### src/rtl/icache_miss_responder.sv
// Memory-side responder for icache line misses: moves one 16-byte line as four
// 32-bit beats on a single-outstanding word bus and returns a one-cycle response.
//
// state | meaning
// IDLE  | ready for a miss request
// BEAT  | word beat in flight on the bus
// RESP  | one-cycle response pulse
module icache_miss_responder #(
  parameter int MEM_LINES = 65536,
  parameter int TIMEOUT   = 16
) (
  input  logic         clock,
  input  logic         reset,
  input  logic         req_valid,
  output logic         req_ready,
  input  logic [148:0] req_info,
  output logic         req_drop,
  output logic         rsp_valid,
  output logic [127:0] rsp_data,
  output logic         rsp_bus_error,
  output logic         bus_cyc,
  output logic         bus_we,
  output logic [23:0]  bus_addr,
  output logic [31:0]  bus_wdata,
  input  logic [31:0]  bus_rdata,
  input  logic         bus_ack,
  input  logic         bus_err
);

  typedef enum logic [1:0] {IDLE, BEAT, RESP} state_t;

  localparam logic [31:0] MEM_LINES_U = 32'(MEM_LINES);
  localparam logic [7:0]  TMO_LAST    = 8'(TIMEOUT - 1);

  state_t        state, state_nxt;
  logic [19:0]   line_q;
  logic          we_q;
  logic [127:0]  line_data;
  logic [1:0]    beat_q;
  logic [7:0]    tmo_q;
  logic          in_range;
  logic          tmo_last;

  assign in_range = ({12'd0, req_info[148:129]} < MEM_LINES_U);
  assign tmo_last = (tmo_q == TMO_LAST);

  always_ff @(posedge clock) begin
    if (reset) state <= IDLE;
    else       state <= state_nxt;
  end

  always_comb begin
    state_nxt = state;
    case (state)
      IDLE: if (req_valid) state_nxt = in_range ? BEAT : RESP;
      BEAT: begin
        if (bus_err)                        state_nxt = RESP;
        else if (bus_ack && beat_q == 2'd3) state_nxt = RESP;
        else if (!bus_ack && tmo_last)      state_nxt = RESP;
      end
      RESP:    state_nxt = IDLE;
      default: state_nxt = IDLE;
    endcase
  end

  always_comb begin
    req_ready = (state == IDLE);
    rsp_valid = (state == RESP);
    bus_cyc   = (state == BEAT);
    bus_we    = bus_cyc & we_q;
    bus_addr  = bus_cyc ? {line_q, beat_q, 2'b00} : 24'd0;
    bus_wdata = bus_cyc ? line_data[{beat_q, 5'b0} +: 32] : 32'd0;
  end

  // Read words land in the same buffer that carried the write data; the
  // response register is loaded on the transition into RESP so it lines up
  // with the rsp_valid pulse and then holds.
  always_ff @(posedge clock) begin
    if (reset) begin
      line_q        <= '0;
      we_q          <= 1'b0;
      line_data     <= '0;
      beat_q        <= '0;
      tmo_q         <= '0;
      req_drop      <= 1'b0;
      rsp_data      <= '0;
      rsp_bus_error <= 1'b0;
    end else begin
      if (req_valid && state != IDLE) req_drop <= 1'b1;
      case (state)
        IDLE: begin
          if (req_valid) begin
            line_q    <= req_info[148:129];
            we_q      <= req_info[128];
            line_data <= req_info[127:0];
            beat_q    <= '0;
            tmo_q     <= '0;
            if (!in_range) begin
              rsp_data      <= '0;
              rsp_bus_error <= 1'b1;
            end
          end
        end
        BEAT: begin
          if (bus_err) begin
            rsp_data      <= '0;
            rsp_bus_error <= 1'b1;
          end else if (bus_ack) begin
            if (!we_q) line_data[{beat_q, 5'b0} +: 32] <= bus_rdata;
            tmo_q  <= '0;
            beat_q <= beat_q + 2'd1;
            if (beat_q == 2'd3) begin
              rsp_data      <= we_q ? 128'd0 : {bus_rdata, line_data[95:0]};
              rsp_bus_error <= 1'b0;
            end
          end else if (tmo_last) begin
            rsp_data      <= '0;
            rsp_bus_error <= 1'b1;
          end else begin
            tmo_q <= tmo_q + 8'd1;
          end
        end
        default: ;
      endcase
    end
  end

endmodule

### config.mk
export PLATFORM = sky130hd
export DESIGN_NAME = icache_miss_responder
export DESIGN_NICKNAME = d
export VERILOG_FILES = /design/src/rtl/icache_miss_responder.sv
export SDC_FILE = /design/constraint.sdc
export NUM_CORES = 1
export LEC_CHECK = 0
export ABC_AREA = 0
export BUFFER_PORTS_ARGS = -buffer_cell sky130_fd_sc_hd__buf_2
export CELL_PAD_IN_SITES_DETAIL_PLACEMENT = 0
export CELL_PAD_IN_SITES_GLOBAL_PLACEMENT = 1
export CORE_MARGIN = 2
export CORE_UTILIZATION = 39
export DETAILED_ROUTE_END_ITERATION = 7
export PLACE_DENSITY = 0.76
export SYNTH_ARGS = -nofsm -noshare
export SYNTH_HDL_FRONTEND = slang
export SYNTH_SLANG_ARGS = --single-unit
### constraint.sdc
create_clock -name clock -period 3 [get_ports clock]
set_input_delay 0 -clock clock [delete_from_list [all_inputs] [get_ports clock]]
set_output_delay 0 -clock clock [all_outputs]
set_load 0.1 [all_outputs]
### After elaboration in Yosys (flattened, before gate mapping)

Cells that the tools add are included.

| cells by class | value |
|---|---|
| multipliers | 0 |
| bitwise logic cells | 1 |
| multiplexer cells | 38 |
| equality and inequality tests | 13 |
| $add $sub $neg | 3 |
| shift-type cells | 3 |
| reduce and logical (&&, ||, !) cells | 13 |
| div/mod/pow operators | 0 |
| order comparisons | 1 |

Operator list:

| operator | count |
|---|---|
| 128-bit two-way mux | 11 |
| 128-bit case mux with 2 select lines | 2 |
| 128-bit bitwise mux | 1 |
| 32-bit by 9-bit variable shift with 128-bit output (first input constant) | 1 |
| 128-bit by 8-bit variable part select with 32-bit output | 1 |
| 32-bit by 9-bit variable part select with 128-bit output | 1 |
| 32-bit two-way mux | 1 |
| 8-bit two-way mux | 4 |
| 24-bit two-way mux | 1 |
| 20-bit by 17-bit < comparator with 1-bit output (second input constant) | 1 |
| 2-bit two-way mux | 8 |
| 8-bit case mux with 2 select lines | 1 |
| 5-bit AND reduction | 2 |
| 7-bit negation with 9-bit output | 1 |
| 8-bit by 1-bit adder with 8-bit output (second input constant) | 1 |
| 8-bit by 4-bit equality test with 1-bit output (second input constant) | 1 |
| 2-bit inequality test (second input constant) | 4 |
| 4-bit by 1-bit inequality test with 1-bit output (second input constant) | 2 |
| 2-bit case mux with 2 select lines | 2 |
| 4-bit AND reduction | 2 |
| 1-bit two-way mux | 6 |
| 2-bit equality test (second input constant) | 2 |
| 4-bit by 2-bit inequality test with 1-bit output (second input constant) | 1 |
| 2-bit AND reduction | 2 |
| other kinds (10) | 13 |

| storage, ports and cells | value |
|---|---|
| memories kept | 0 |
| bits in read-only memories | 0 |
| input port bits | 186 |
| word-level logic and storage cells | 81 |
| latch bits | 0 |
| bits in registers | 291 |
| memory bits (writable) | 0 |

### Depth between registers and ports, before layout

| logic depth | value |
|---|---|
| depth in word-level cells | 7 |
| mapped depth | 10 |
| gate-level depth less buffers | 6 |

### Worst setup path after synthesis

Ideal clock, no wire load.

| path | value |
|---|---|
| path type | register to output |
| from | register state[1] |
| to | output bus_wdata[22] |
| data arrival time | 2,766 ps |
| required time | 3,000 ps |
| cell stages (with the launch flop) | 7 |
| setup slack | 234 ps |
| path through | dfxtp_1 > buf_2 > nand2b_1 > buf_2 > inv_1 > clkbuf_1 > and2_1 |

| between the ends | value |
|---|---|
| word-level cells in the longest chain between the ends | 2 |

RTL lines:

| item | RTL line | text |
|---|---|---|
| start, declared | 35 | `state_t state, state_nxt;` |
| start signal, assigned | 49 | `else state <= state_nxt;` |
| 2-bit by 1-bit equality test with 1-bit output | 69 | `bus_cyc = (state == BEAT);` |
| named net bus_cyc | 21 | `output logic bus_cyc,` |
| 32-bit two-way mux | 72 | `bus_wdata = bus_cyc ? line_data[{beat_q, 5'b0} +: 32] : 32'd0;` |
| end, declared | 24 | `output logic [31:0] bus_wdata,` |

The timed path passes the listed nets, and every way through them passes these cells.

### Worst setup path after layout

| path | value |
|---|---|
| from | register beat_q[0] |
| to | register line_data[31] |

| between the ends | value |
|---|---|
| word-level cells in the longest chain between the ends | 7 |
| elaborated cells on any way between the ends | 8 |
| classes of those cells | 1 x add/sub; 2 x shift; 5 x mux |

RTL lines:

| item | RTL line | text |
|---|---|---|
| start, declared | 39 | `logic [1:0] beat_q;` |
| start signal, assigned | 111 | `beat_q <= beat_q + 2'd1;` |
| 7-bit negation with 9-bit output (*) | 109 | `if (!we_q) line_data[{beat_q, 5'b0} +: 32] <= bus_rdata;` |
| 32-bit by 9-bit variable part select with 128-bit output / 32-bit by 9-bit variable shift with 128-bit output (equally long branches) | 109 |  |
| 128-bit bitwise mux (*) | 109 |  |
| 128-bit two-way mux (*) | 109 |  |
| 128-bit two-way mux (*) | 108 | `end else if (bus_ack) begin` |
| 128-bit two-way mux (*) | 105 | `if (bus_err) begin` |
| 128-bit case mux with 2 select lines (*) | 90 | `case (state)` |
| end signal, assigned | 95 | `line_data <= req_info[127:0];` |
| end signal, assigned by index | 109 |  |
| end, declared | 38 | `logic [127:0] line_data;` |

Every way passes the cells marked *; elsewhere a longest branch is shown, timed or not. The select of a mux whose other input is x is not followed.
A chain may end at the register's enable or synchronous reset.

==> impl_metrics.json <==
{
  "status": "finished, final reports clean",
  "crit-reg2reg-launch": "beat_q[0]",
  "clock.fmax_mhz": 360,
  "slew-limit-headroom_pct": 29.9,
  "critPathMostFrequentCell": "buf_4",
  "critPathMaxFanout": 32,
  "routabilityCongestion": 0.928,
  "crit_path_top_delay_cell": "dlygate4sd3_1",
  "setup_violations": 0,
  "grt_use_total_pct": 27.7,
  "critPathTopFamily": "buffers and inverters",
  "max_slew.worst_pin.slew_ps": 1050,
  "num_vias": 13145,
  "period_share_pct": 92.5,
  "worst_r2r_endpoint": "line_data[31]",
  "wl_per_cell_microns": 20.9,
  "final_cell_mix": "318 x buf_2, 289 x dfxtp_1, 188 x dlygate4sd3_1",
  "max-clock-path-buffers": 3,
  "die_area_sq_um": 35500,
  "antenna_found_initial": 1,
  "start_kind": "flop",
  "postCtsSetupBuffers": 0,
  "arrival_ps": 3130,
  "finalMaxSlewViolations": 0,
  "ys.warnings.count": 0,
  "leakagePower_nw": 8.18,
  "synth_cells": 1442,
  "irDropWorstVdd_mv": 0.302,
  "holdPathStages": 4,
  "synth_seq_cells": 291,
  "rr_worst_depth": 8,
  "drc": 0,
  "area_growth_pct": 45.7,
  "drtIter0Drc": 1150,
  "hold_viol_final": 0,
  "ys_types": 45,
  "wl_microns": 50200,
  "ios": 376,
  "required_ps": 3360,
  "final_cells": 2405,
  "hpwl_microns": 33000,
  "clock-sinks": 291,
  "gr-total-overflow": 0,
  "io_buffers": 373,
  "cp_slowest_stage_delay_ps": 580,
  "placed_cells": 2157,
  "hold_start": "bus_ack",
  "worstSkewPairLatency_ps": 510,
  "num_rows": 67,
  "finalClockSkew_ps": 14.5,
  "grt_pass1_wl_microns": 77700,
  "crit_buf_inv": 4,
  "rsz0062_at_grt": "false",
  "drv_cap": 0,
  "endpoint_kind": "flop",
  "layout-drive-gt1-share_pct": 26.0,
  "power.density_nw_per_um2": 499,
  "die_w_microns": 188,
  "period_minus_slack_ps": 2780,
  "core_sq_um": 33500,
  "mostFrequentLayoutCell": "buf_2",
  "cts_tree": "built",
  "fin_tns_setup_ps": 0,
  "dr.pass1.iters": 6,
  "start_util_pct": 39.5,
  "clockRootBuffer": "clkbuf_16",
  "clkTransAtPathRegs_ps": 50,
  "r2r_slack_ps": 220,
  "h-tree-depth": 2,
  "detail-route-antenna-nets": 0,
  "grt_pass1_vias": 13156,
  "avgSynthCellArea_sq_um": 9.19,
  "grt_max_degree": 141,
  "ys_seq_area_share_pct": 43.9,
  "drt-vias-per-instance": 5.47,
  "cp_cell_sequence": "buf_4 > buf_4 > nand4bb_1 > nor2_4 > buf_4 > a221oi_1 > dlygate4sd3_1 > nor3_1",
  "synth_area_sq_um": 13300,
  "min_path_type": "primary input to flop",
  "nNetsFinal": 2126,
  "hold_end": "tmo_q[1]",
  "critical_path_class": "flop to flop",
  "cts_buffers": 35,
  "die_h_microns": 188
}
-- cell families after synthesis --
group           Yosys count  synth area share, %
other cells               1               0.0283
compound gates          173                 10.7
flops                   291                 43.9
fa+ha+maj                 6                0.566
buf+inv                 147                 4.96
xor+xnor                  2                0.132
mux                     165                 15.5
simple gates            657                 24.1
-- repair_timing --
item                                    in CTS  in global routing
gates resized for setup                      0                  1
hold buffers                               188                  0
endpoints found under the setup margin       0                  1
endpoints found under the hold margin      186                  0
-- layout make-up --
type | count | area [sq um]
Clock buffer | 54 | 1080
Timing Repair Buffer | 592 | 4880
Antenna cell | 1 | 2.50
Fill cell | 2942 | 14200
Sequential cell | 291 | 5830
Tap cell | 448 | 561
Multi-Input combinational cell | 1005 | 6880
Clock inverter | 5 | 53.8
Inverter | 9 | 33.8
-- flip-flops by register name (all words and copies together) (netlist names) --
name and flops:
line_data 128, rsp_data 128, line_q 20, tmo_q 8, beat_q 2, state 2
req_drop 1, rsp_bus_error 1, we_q 1
-- stage by stage --
step           hold slack, ps  instance area, sq um  worst slack (ps)  util (%)  power (W)
2_1_floorplan             136                 13300               234         -    0.00488
3_3_place_gp              247                 16300               631      48.6    0.00528
3_5_place_dp              250                 16300               529      48.6    0.00529
4_1_cts                  52.8                 19300               159      57.6    0.00970
5_1_grt                   118                 19300              67.2      57.6    0.00997
6_report                 79.2                 19300               224      57.6    0.00963
-- metal layers --
metal	GRT usage (%)	part of all wire, %	vias up
met5	0	0	-
met4	11.1	3.9	0
met3	4.86	7.8	129
met2	44.5	46	664
met1	37.0	42	6264
li1	-	-	6088
-- worst reg2reg max path, cell delays in order (launching register included) --
cell and delay (ps):
dfxtp_2 320, buf_4 360, buf_4 470, nand4bb_1 260, nor2_4 40, buf_4 280, a221oi_1 290, dlygate4sd3_1 580
nor3_1 50
-- synth_stat cells (all sizes together) --
cell type	number	area share (%)
dfxtp	291	44
nand2	175	5.0
nor2	143	4.0
a221oi	132	8.8
nand2b	132	6.2
nor3	132	5.0
mux2i	130	9.8
clkbuf	107	3.0
and2	54	2.5
mux4	32	5.4
buf	31	1.7
a21oi	27	1.0
inv	9	0.25
ha	6	0.57
a211oi	3	0.17
a221o	3	0.23
mux2	3	0.25
nor3b	3	0.21
a2111oi	2	0.14
and4	2	0.13
nand3	2	0.076
nand3b	2	0.11
nand4	2	0.094
nand4bb	2	0.17
nor4	2	0.21
or4	2	0.11
xnor2	2	0.13
a2111o	1	0.085
a211o	1	0.066
a22o	1	0.066
a22oi	1	0.057
a311oi	1	0.066
a31o	1	0.066
and3	1	0.047
conb	1	0.028
nor2b	1	0.047
nor4b	1	0.11
or2	1	0.047
-- how the worst max path moves through the flow --
stage / startpoint / to / cells past startpoint
global route: beat_q[0] / line_data[31] / 8
CTS: beat_q[0] / line_data[63] / 7
finish: beat_q[0] / line_data[31] / 8
floorplan: state[1] / bus_wdata[22] / 6
detailed placement: state[1] / rsp_data[109] / 5
global placement: state[1] / rsp_data[73] / 5
-- power breakdown --
part           switching [W]  leakage (nW)  internal, W  total, W
logic               0.000650          5.24     0.000590   0.00124
clock network        0.00166         0.561      0.00255   0.00421
registers           0.000141          2.38      0.00404   0.00418
Note: power is estimated with default switching activity, not from simulation.
